<file path="config.mk">
export PLATFORM = sky130hd
export DESIGN_NAME = uart_apb_master_flat
export DESIGN_NICKNAME = d
export VERILOG_FILES = /design/src/rtl/uart_apb_master_if.sv /design/src/rtl/uart_apb_master.sv /design/src/flat_wrapper.sv
export SDC_FILE = /design/constraint.sdc
export NUM_CORES = 1
export LEC_CHECK = 0
export CAP_MARGIN = 40
export CELL_PAD_IN_SITES_DETAIL_PLACEMENT = 0
export CELL_PAD_IN_SITES_GLOBAL_PLACEMENT = 1
export CORE_MARGIN = 1.5
export CORE_UTILIZATION = 31
export CTS_CLUSTER_DIAMETER = 200
export DETAILED_ROUTE_END_ITERATION = 7
export GPL_TIMING_DRIVEN = 0
export PLACE_DENSITY_LB_ADDON = 0.05
export SETUP_SLACK_MARGIN = 0.4
export SYNTH_ARGS = -nofsm -noshare
export SYNTH_HDL_FRONTEND = slang
export SYNTH_SLANG_ARGS = --single-unit
</file>
<file path="constraint.sdc">
create_clock -name i_clk -period 4.03 [get_ports i_clk]
set_input_delay 1.0075 -clock i_clk [delete_from_list [all_inputs] [get_ports i_clk]]
set_output_delay 1.0075 -clock i_clk [all_outputs]
set_load 0.005 [all_outputs]
</file>
<file path="src/rtl/uart_apb_master_if.sv">
// Bundle of the command channel, response channel, APB3 bus and status
// signals of uart_apb_master.
//   master modport : the requester's view (commands/APB responses in,
//                    responses/APB requests/status out)
//   slave  modport : the environment's view (reverse directions)
// Signal names keep their i_/o_ prefixes as seen from the requester.
interface uart_apb_master_if #(
  parameter int APB_ADDR_WIDTH = 32,
  parameter int APB_DATA_WIDTH = 32,
  parameter int ERR_CNT_WIDTH  = 8
);
  // command channel
  logic                      i_cmd_valid;
  logic                      o_cmd_ready;
  logic                      i_cmd_write;
  logic [APB_ADDR_WIDTH-1:0] i_cmd_addr;
  logic [APB_DATA_WIDTH-1:0] i_cmd_wdata;
  // response channel
  logic                      o_rsp_valid;
  logic                      i_rsp_ready;
  logic [APB_DATA_WIDTH-1:0] o_rsp_rdata;
  logic                      o_rsp_err;
  logic                      o_rsp_timeout;
  // APB3 bus
  logic [APB_ADDR_WIDTH-1:0] o_apb_paddr;
  logic [APB_DATA_WIDTH-1:0] o_apb_pwdata;
  logic                      o_apb_pwrite;
  logic                      o_apb_psel;
  logic                      o_apb_penable;
  logic [APB_DATA_WIDTH-1:0] i_apb_prdata;
  logic                      i_apb_pready;
  logic                      i_apb_pslverr;
  // status
  logic [ERR_CNT_WIDTH-1:0]  o_err_cnt;
  logic                      o_busy;

  modport master (
    input  i_cmd_valid, i_cmd_write, i_cmd_addr, i_cmd_wdata, i_rsp_ready,
           i_apb_prdata, i_apb_pready, i_apb_pslverr,
    output o_cmd_ready, o_rsp_valid, o_rsp_rdata, o_rsp_err, o_rsp_timeout,
           o_apb_paddr, o_apb_pwdata, o_apb_pwrite, o_apb_psel, o_apb_penable,
           o_err_cnt, o_busy
  );

  modport slave (
    output i_cmd_valid, i_cmd_write, i_cmd_addr, i_cmd_wdata, i_rsp_ready,
           i_apb_prdata, i_apb_pready, i_apb_pslverr,
    input  o_cmd_ready, o_rsp_valid, o_rsp_rdata, o_rsp_err, o_rsp_timeout,
           o_apb_paddr, o_apb_pwdata, o_apb_pwrite, o_apb_psel, o_apb_penable,
           o_err_cnt, o_busy
  );
endinterface

</file>
<file path="src/rtl/uart_apb_master.sv">
// APB3 requester for the UART register map. Takes one read/write command
// per valid/ready handshake, runs a single SETUP/ACCESS transfer and hands
// back read data / error status on a valid/ready response channel.
// Ports:
//   i_clk  : clock, all logic on the rising edge
//   i_rst  : synchronous active-high reset
//   bus    : uart_apb_master_if.master (command, response, APB3, status)
// Optional build macro:
//   UART_APB_MASTER_TIMEOUT_EN : abort an ACCESS phase after TIMEOUT_CYCLES
//   wait cycles (response err=1, timeout=1, rdata=0). Undefined: ACCESS
//   waits indefinitely and o_rsp_timeout is tied to 0.
module uart_apb_master #(
  parameter int APB_ADDR_WIDTH = 32,
  parameter int APB_DATA_WIDTH = 32,
  parameter int TIMEOUT_CYCLES = 256,
  parameter int ERR_CNT_WIDTH  = 8
) (
  input logic                i_clk,
  input logic                i_rst,
  uart_apb_master_if.master  bus
);
  typedef enum logic [1:0] {IDLE, SETUP, ACCESS, RESP} state_t;

  // Abort fires on the cycle whose wait would make the count reach the limit.
  localparam logic [15:0] TMO_LAST = 16'(TIMEOUT_CYCLES - 1);

  state_t state, state_nxt;

  logic [APB_ADDR_WIDTH-1:0] paddr_q;
  logic [APB_DATA_WIDTH-1:0] pwdata_q;
  logic                      pwrite_q;
  logic [APB_DATA_WIDTH-1:0] rdata_q;
  logic                      err_q;
  logic [ERR_CNT_WIDTH-1:0]  err_cnt_q;

  logic cmd_ready, cmd_hs, rsp_hs, acc_done, acc_abort;

  // Not ready while reset is asserted, even though state already reads IDLE.
  assign cmd_ready = (state == IDLE) && !i_rst;
  assign cmd_hs    = bus.i_cmd_valid && cmd_ready;
  assign rsp_hs    = (state == RESP) && bus.i_rsp_ready;
  assign acc_done  = (state == ACCESS) && bus.i_apb_pready;

`ifdef UART_APB_MASTER_TIMEOUT_EN
  logic [15:0] tcnt_q;
  logic        tmo_q;

  // pready in the expiry cycle wins over the abort.
  assign acc_abort = (state == ACCESS) && !bus.i_apb_pready && (tcnt_q == TMO_LAST);

  always_ff @(posedge i_clk) begin
    if (i_rst) begin
      tcnt_q <= '0;
      tmo_q  <= 1'b0;
    end else begin
      if (state == SETUP)
        tcnt_q <= '0;
      else if (state == ACCESS && !bus.i_apb_pready)
        tcnt_q <= tcnt_q + 16'd1;
      if (acc_done)
        tmo_q <= 1'b0;
      else if (acc_abort)
        tmo_q <= 1'b1;
    end
  end

  assign bus.o_rsp_timeout = tmo_q;
`else
  wire unused_tmo = ^TMO_LAST;
  assign acc_abort         = 1'b0;
  assign bus.o_rsp_timeout = 1'b0;
`endif

  always_ff @(posedge i_clk) begin
    if (i_rst) state <= IDLE;
    else       state <= state_nxt;
  end

  always_comb begin
    state_nxt = state;
    unique case (state)
      IDLE:    if (cmd_hs) state_nxt = SETUP;
      SETUP:   state_nxt = ACCESS;
      ACCESS:  if (acc_done || acc_abort) state_nxt = RESP;
      RESP:    if (bus.i_rsp_ready) state_nxt = IDLE;
      default: state_nxt = IDLE;
    endcase
  end

  always_ff @(posedge i_clk) begin
    if (i_rst) begin
      paddr_q   <= '0;
      pwdata_q  <= '0;
      pwrite_q  <= 1'b0;
      rdata_q   <= '0;
      err_q     <= 1'b0;
      err_cnt_q <= '0;
    end else begin
      if (cmd_hs) begin
        paddr_q  <= bus.i_cmd_addr;
        pwdata_q <= bus.i_cmd_wdata;
        pwrite_q <= bus.i_cmd_write;
      end
      if (acc_done) begin
        rdata_q <= pwrite_q ? '0 : bus.i_apb_prdata;
        err_q   <= bus.i_apb_pslverr;
      end else if (acc_abort) begin
        rdata_q <= '0;
        err_q   <= 1'b1;
      end
      // Saturate at all-ones; never wraps.
      if (rsp_hs && err_q && (err_cnt_q != '1))
        err_cnt_q <= err_cnt_q + 1'b1;
    end
  end

  assign bus.o_cmd_ready   = cmd_ready;
  assign bus.o_rsp_valid   = (state == RESP);
  assign bus.o_rsp_rdata   = rdata_q;
  assign bus.o_rsp_err     = err_q;
  assign bus.o_apb_paddr   = paddr_q;
  assign bus.o_apb_pwdata  = pwdata_q;
  assign bus.o_apb_pwrite  = pwrite_q;
  assign bus.o_apb_psel    = (state == SETUP) || (state == ACCESS);
  assign bus.o_apb_penable = (state == ACCESS);
  assign bus.o_err_cnt     = err_cnt_q;
  assign bus.o_busy        = (state != IDLE);
endmodule

</file>
<file path="src/flat_wrapper.sv">
// flat-port wrapper written by rule: the top's interface ports become plain ports
module uart_apb_master_flat 
#(
  parameter int APB_ADDR_WIDTH = 32,
  parameter int APB_DATA_WIDTH = 32,
  parameter int TIMEOUT_CYCLES = 256,
  parameter int ERR_CNT_WIDTH  = 8
)
  (i_clk, i_rst, bus_i_cmd_valid, bus_i_cmd_write, bus_i_cmd_addr, bus_i_cmd_wdata, bus_i_rsp_ready, bus_i_apb_prdata, bus_i_apb_pready, bus_i_apb_pslverr, bus_o_cmd_ready, bus_o_rsp_valid, bus_o_rsp_rdata, bus_o_rsp_err, bus_o_rsp_timeout, bus_o_apb_paddr, bus_o_apb_pwdata, bus_o_apb_pwrite, bus_o_apb_psel, bus_o_apb_penable, bus_o_err_cnt, bus_o_busy);
  uart_apb_master_if #(.APB_ADDR_WIDTH(APB_ADDR_WIDTH), .APB_DATA_WIDTH(APB_DATA_WIDTH), .ERR_CNT_WIDTH(ERR_CNT_WIDTH)) bus_i ();
  input logic i_clk;
  input logic i_rst;
  input wire logic [$bits(bus_i.i_cmd_valid)-1:0] bus_i_cmd_valid;
  input wire logic [$bits(bus_i.i_cmd_write)-1:0] bus_i_cmd_write;
  input wire logic [$bits(bus_i.i_cmd_addr)-1:0] bus_i_cmd_addr;
  input wire logic [$bits(bus_i.i_cmd_wdata)-1:0] bus_i_cmd_wdata;
  input wire logic [$bits(bus_i.i_rsp_ready)-1:0] bus_i_rsp_ready;
  input wire logic [$bits(bus_i.i_apb_prdata)-1:0] bus_i_apb_prdata;
  input wire logic [$bits(bus_i.i_apb_pready)-1:0] bus_i_apb_pready;
  input wire logic [$bits(bus_i.i_apb_pslverr)-1:0] bus_i_apb_pslverr;
  output wire logic [$bits(bus_i.o_cmd_ready)-1:0] bus_o_cmd_ready;
  output wire logic [$bits(bus_i.o_rsp_valid)-1:0] bus_o_rsp_valid;
  output wire logic [$bits(bus_i.o_rsp_rdata)-1:0] bus_o_rsp_rdata;
  output wire logic [$bits(bus_i.o_rsp_err)-1:0] bus_o_rsp_err;
  output wire logic [$bits(bus_i.o_rsp_timeout)-1:0] bus_o_rsp_timeout;
  output wire logic [$bits(bus_i.o_apb_paddr)-1:0] bus_o_apb_paddr;
  output wire logic [$bits(bus_i.o_apb_pwdata)-1:0] bus_o_apb_pwdata;
  output wire logic [$bits(bus_i.o_apb_pwrite)-1:0] bus_o_apb_pwrite;
  output wire logic [$bits(bus_i.o_apb_psel)-1:0] bus_o_apb_psel;
  output wire logic [$bits(bus_i.o_apb_penable)-1:0] bus_o_apb_penable;
  output wire logic [$bits(bus_i.o_err_cnt)-1:0] bus_o_err_cnt;
  output wire logic [$bits(bus_i.o_busy)-1:0] bus_o_busy;
  assign bus_i.i_cmd_valid = bus_i_cmd_valid;
  assign bus_i.i_cmd_write = bus_i_cmd_write;
  assign bus_i.i_cmd_addr = bus_i_cmd_addr;
  assign bus_i.i_cmd_wdata = bus_i_cmd_wdata;
  assign bus_i.i_rsp_ready = bus_i_rsp_ready;
  assign bus_i.i_apb_prdata = bus_i_apb_prdata;
  assign bus_i.i_apb_pready = bus_i_apb_pready;
  assign bus_i.i_apb_pslverr = bus_i_apb_pslverr;
  assign bus_o_cmd_ready = bus_i.o_cmd_ready;
  assign bus_o_rsp_valid = bus_i.o_rsp_valid;
  assign bus_o_rsp_rdata = bus_i.o_rsp_rdata;
  assign bus_o_rsp_err = bus_i.o_rsp_err;
  assign bus_o_rsp_timeout = bus_i.o_rsp_timeout;
  assign bus_o_apb_paddr = bus_i.o_apb_paddr;
  assign bus_o_apb_pwdata = bus_i.o_apb_pwdata;
  assign bus_o_apb_pwrite = bus_i.o_apb_pwrite;
  assign bus_o_apb_psel = bus_i.o_apb_psel;
  assign bus_o_apb_penable = bus_i.o_apb_penable;
  assign bus_o_err_cnt = bus_i.o_err_cnt;
  assign bus_o_busy = bus_i.o_busy;
  uart_apb_master #(.APB_ADDR_WIDTH(APB_ADDR_WIDTH), .APB_DATA_WIDTH(APB_DATA_WIDTH), .TIMEOUT_CYCLES(TIMEOUT_CYCLES), .ERR_CNT_WIDTH(ERR_CNT_WIDTH)) u_core (.i_clk(i_clk), .i_rst(i_rst), .bus(bus_i));
endmodule
</file>
==> results.yml <==
drt:
  drt_first_pass_iters: 4
  vias_per_cell: 4.734
  drt_wl_total_mm: 13.35
  drt_iter0_markers: 190
  wl_per_cell_um: 14.62
  drcViolationCount: 0
  antenna_left: 0
  vias: 4322
worst_setup_path:
  crit_arrival_ps: 2400
  crit_path_max_fanout: 10
  path_cells: "clkbuf_2 -> buf_4 -> buf_2 -> buf_2 -> nor2_1 -> clkdlybuf4s50_1"
  cpMostUsedCell: "buf_2"
  cp_top_family: "buffers and inverters"
  cp_slowest_cell: "clkdlybuf4s50_1"
  start_kind: "input pin"
  critical_path_class: "in2out"
  crit_buf_inv: 5
  max_stage_delay_ps: 480
  critPathCaptureType: "output port"
  cp.required_ps: 3020
clocking:
  clock-sinks: 108
  insertion_delay_ps: 350
  post-cts-setup-buffers: 0
  cts_made_buffers: 9
  htree_levels: 3
  hold_buffers: 0
  root_buffer: "clkbuf_16"
  cts_buffer_depth: 2
  cts_tree: "yes"
  clkSlewWorstSetupHoldPaths_ps: 70
die:
  boundaryPins: 215
  coreArea_mm2: 0.01377
  dieWidth_um: 121.4
  row_count: 43
  dieArea_mm2: 0.01473
  start_util_pct: 31.54
  die_h_um: 121.4
cells_and_area:
  layout.area.seq_mm2: 0.002162
  multiInputGateArea_mm2: 0.001981
  antennaDiodeCount: 0
  fin_nets: 836
  n_fill_cell: 1330
  syn2layout_area_growth_pct: 62.07
  drive_above_1_share_pct: 6.139
synth:
  synth_edf_count: 0
  yosysMostFrequentCell: "dfxtp_1"
  syn_nets: 613
  synth-seq-cells: 108
  syn_inst: 505
  synth_top_area_cell: "dfxtp_1"
  muxShareOfSynthArea_pct: 1.008
  synth.avg_cell_area_um2: 8.602
  ys_async_sr_fraction_pct: 0
  synthDistinctLibCells: 38
  synth_top_cells_by_area: "dfxtp_1 50%, nand2b_1 10%, nand2_1 8.8%"
  synth_xor_area_share_pct: 0
  seq_area_frac_synth_pct: 49.77
  yosys.area_share.simple_pct: 29.21
  synth-compound-area-share_pct: 13.85
  syn_area_mm2: 0.004344
  synth_fa_ha_area_share_pct: 1.440
  synth_common_cells: "108 x dfxtp_1, 102 x nand2_1, 70 x nand2b_1"
  synth_top_family_by_area: "simple AND/OR/NAND/NOR gates"
  synthFlopType: "dfxtp_1"
  synth_top_area_share_pct: 49.77
  yosysWarnings: 0
timing:
  finClkSkew_ps: 3.790
  finalCriticalPeriod_ps: 3410
  hold_violations: 0
  finalSetupViolations: 0
  finalSetupTns_ps: 0
  fmax_ghz: 0.2932
  holdWs_ps: 450.5
  rsz0062_at_grt: "false"
  slew_violations: 0
  fin_crit_sh_pct: 84.63
place:
  place_congestion: 0.7684
  place_hpwl_mm: 9.932
  port_buffers: 212
worst_hold_path:
  min_path_type: "reg2reg"
global_route:
  track_usage_pct: 17.59
  grt_antenna_before_repair: 0
  grt_pass1_vias: 4191
  grt_overflow: 0
  grt_max_degree: 17
  grt_pass1_wl_mm: 20.55
power:
  p_leak_nw: 2.445
  power.density_mw_per_mm2: 487.3
  max-vdd-ir-drop_mv: 0.2387
  power_mw: 3.431
status:
  outcome: "completed"
run:
  max_cap_viol_count: 0
## sequential cells by signal, indices dropped and copies added, names as in the netlist
register                 flops
u_core.bus.o_apb_paddr      32
u_core.bus.o_apb_pwdata     32
u_core.bus.o_rsp_rdata      32
u_core.bus.o_err_cnt         8
u_core.state                 2
u_core.bus.o_apb_pwrite      1
u_core.bus.o_rsp_err         1
## routing by layer
layer	wire [um]	global-route usage, %	up-vias
met5	0	0	-
met4	187	6.103	0
met2	6199	29.41	137
met1	5775	20.77	2022
met3	1184	6.297	12
li1	-	-	2151
## cell type report
type                       instances  area share [%]
clock buffer                      12           3.643
buffer                            41           2.630
sequential                       108           30.71
clock inverter                     4           1.351
timing repair buffer             212           30.07
multi-input combinational        351           28.13
tap                              180           3.199
inverter                           5          0.2666
## power breakdown
part / total, mW / switching (mW) / internal [mW]
Clock: 1.03 / 0.389 / 0.641
Combinational: 1.04 / 0.452 / 0.587
Sequential: 1.36 / 0.107 / 1.25
Total: 3.43 / 0.947 / 2.48
## per-stage QoR
stage | setup WS [ps] | instance area (um2) | cells | utilization [%]
floorplan | 1453 | 4344 | 505 | -
global placement | 46.88 | 6691 | 897 | 48.58
detailed placement | 65.51 | 6691 | 897 | 48.58
CTS | 430.2 | 7046 | 913 | 51.15
global route | 542.1 | 7041 | 913 | 51.12
finish | 619.6 | 7041 | 913 | 51.12
## cells in the final DEF (no fill, tap or decap), types with 2 or more instances in the layout
cell,Yosys,final
a211oi_1,4,4
a21oi_1,36,36
a31oi_1,2,2
and3_1,2,2
buf_2,17,16
buf_4,1,2
bufinv_16,0,3
clkbuf_1,19,20
clkbuf_16,0,9
clkbuf_2,3,4
clkbuf_8,0,2
clkdlybuf4s50_1,0,211
dfxtp_1,108,108
ha_1,5,5
inv_1,5,5
mux2_2,2,2
nand2_1,102,102
nand2b_1,70,70
nand3_1,3,3
nand4_1,2,2
nand4b_1,32,32
nor2_1,6,6
nor2b_1,2,2
nor3_1,2,2
o21ai_0,65,65
## kinds of logic after synthesis
family                     count (synthesis)
DFF                                      108
buffers and inverters                     46
adders and majority gates                  5
muxes                                      4
other                                      1
AOI/OAI and AO/OA                        111
and+or+nand+nor                          230
## worst paths after layout
check                        startpoint                          to  slack [ps]  cells after the start
max reg2reg             u_core.state[0]  u_core.bus.o_rsp_rdata[27]        2330                      7
max                               i_rst             bus_o_cmd_ready         620                      6
min reg2reg  u_core.bus.o_rsp_rdata[28]  u_core.bus.o_rsp_rdata[28]         450                      2
min          u_core.bus.o_rsp_rdata[28]  u_core.bus.o_rsp_rdata[28]         450                      2
## what timing repair did
action                                  in CTS  in global routing
pin swaps                                    0                  0
endpoints found under the setup margin       1                  1
resized for setup                            3                  1
endpoints found under the hold margin        0                  0
## tightest hold or removal path, cell delays in order (launching register included)
cell,delay (ps)
dfxtp_1,310
nand2_1,50
a21oi_1,50
(Power assumes the default switching activity.)
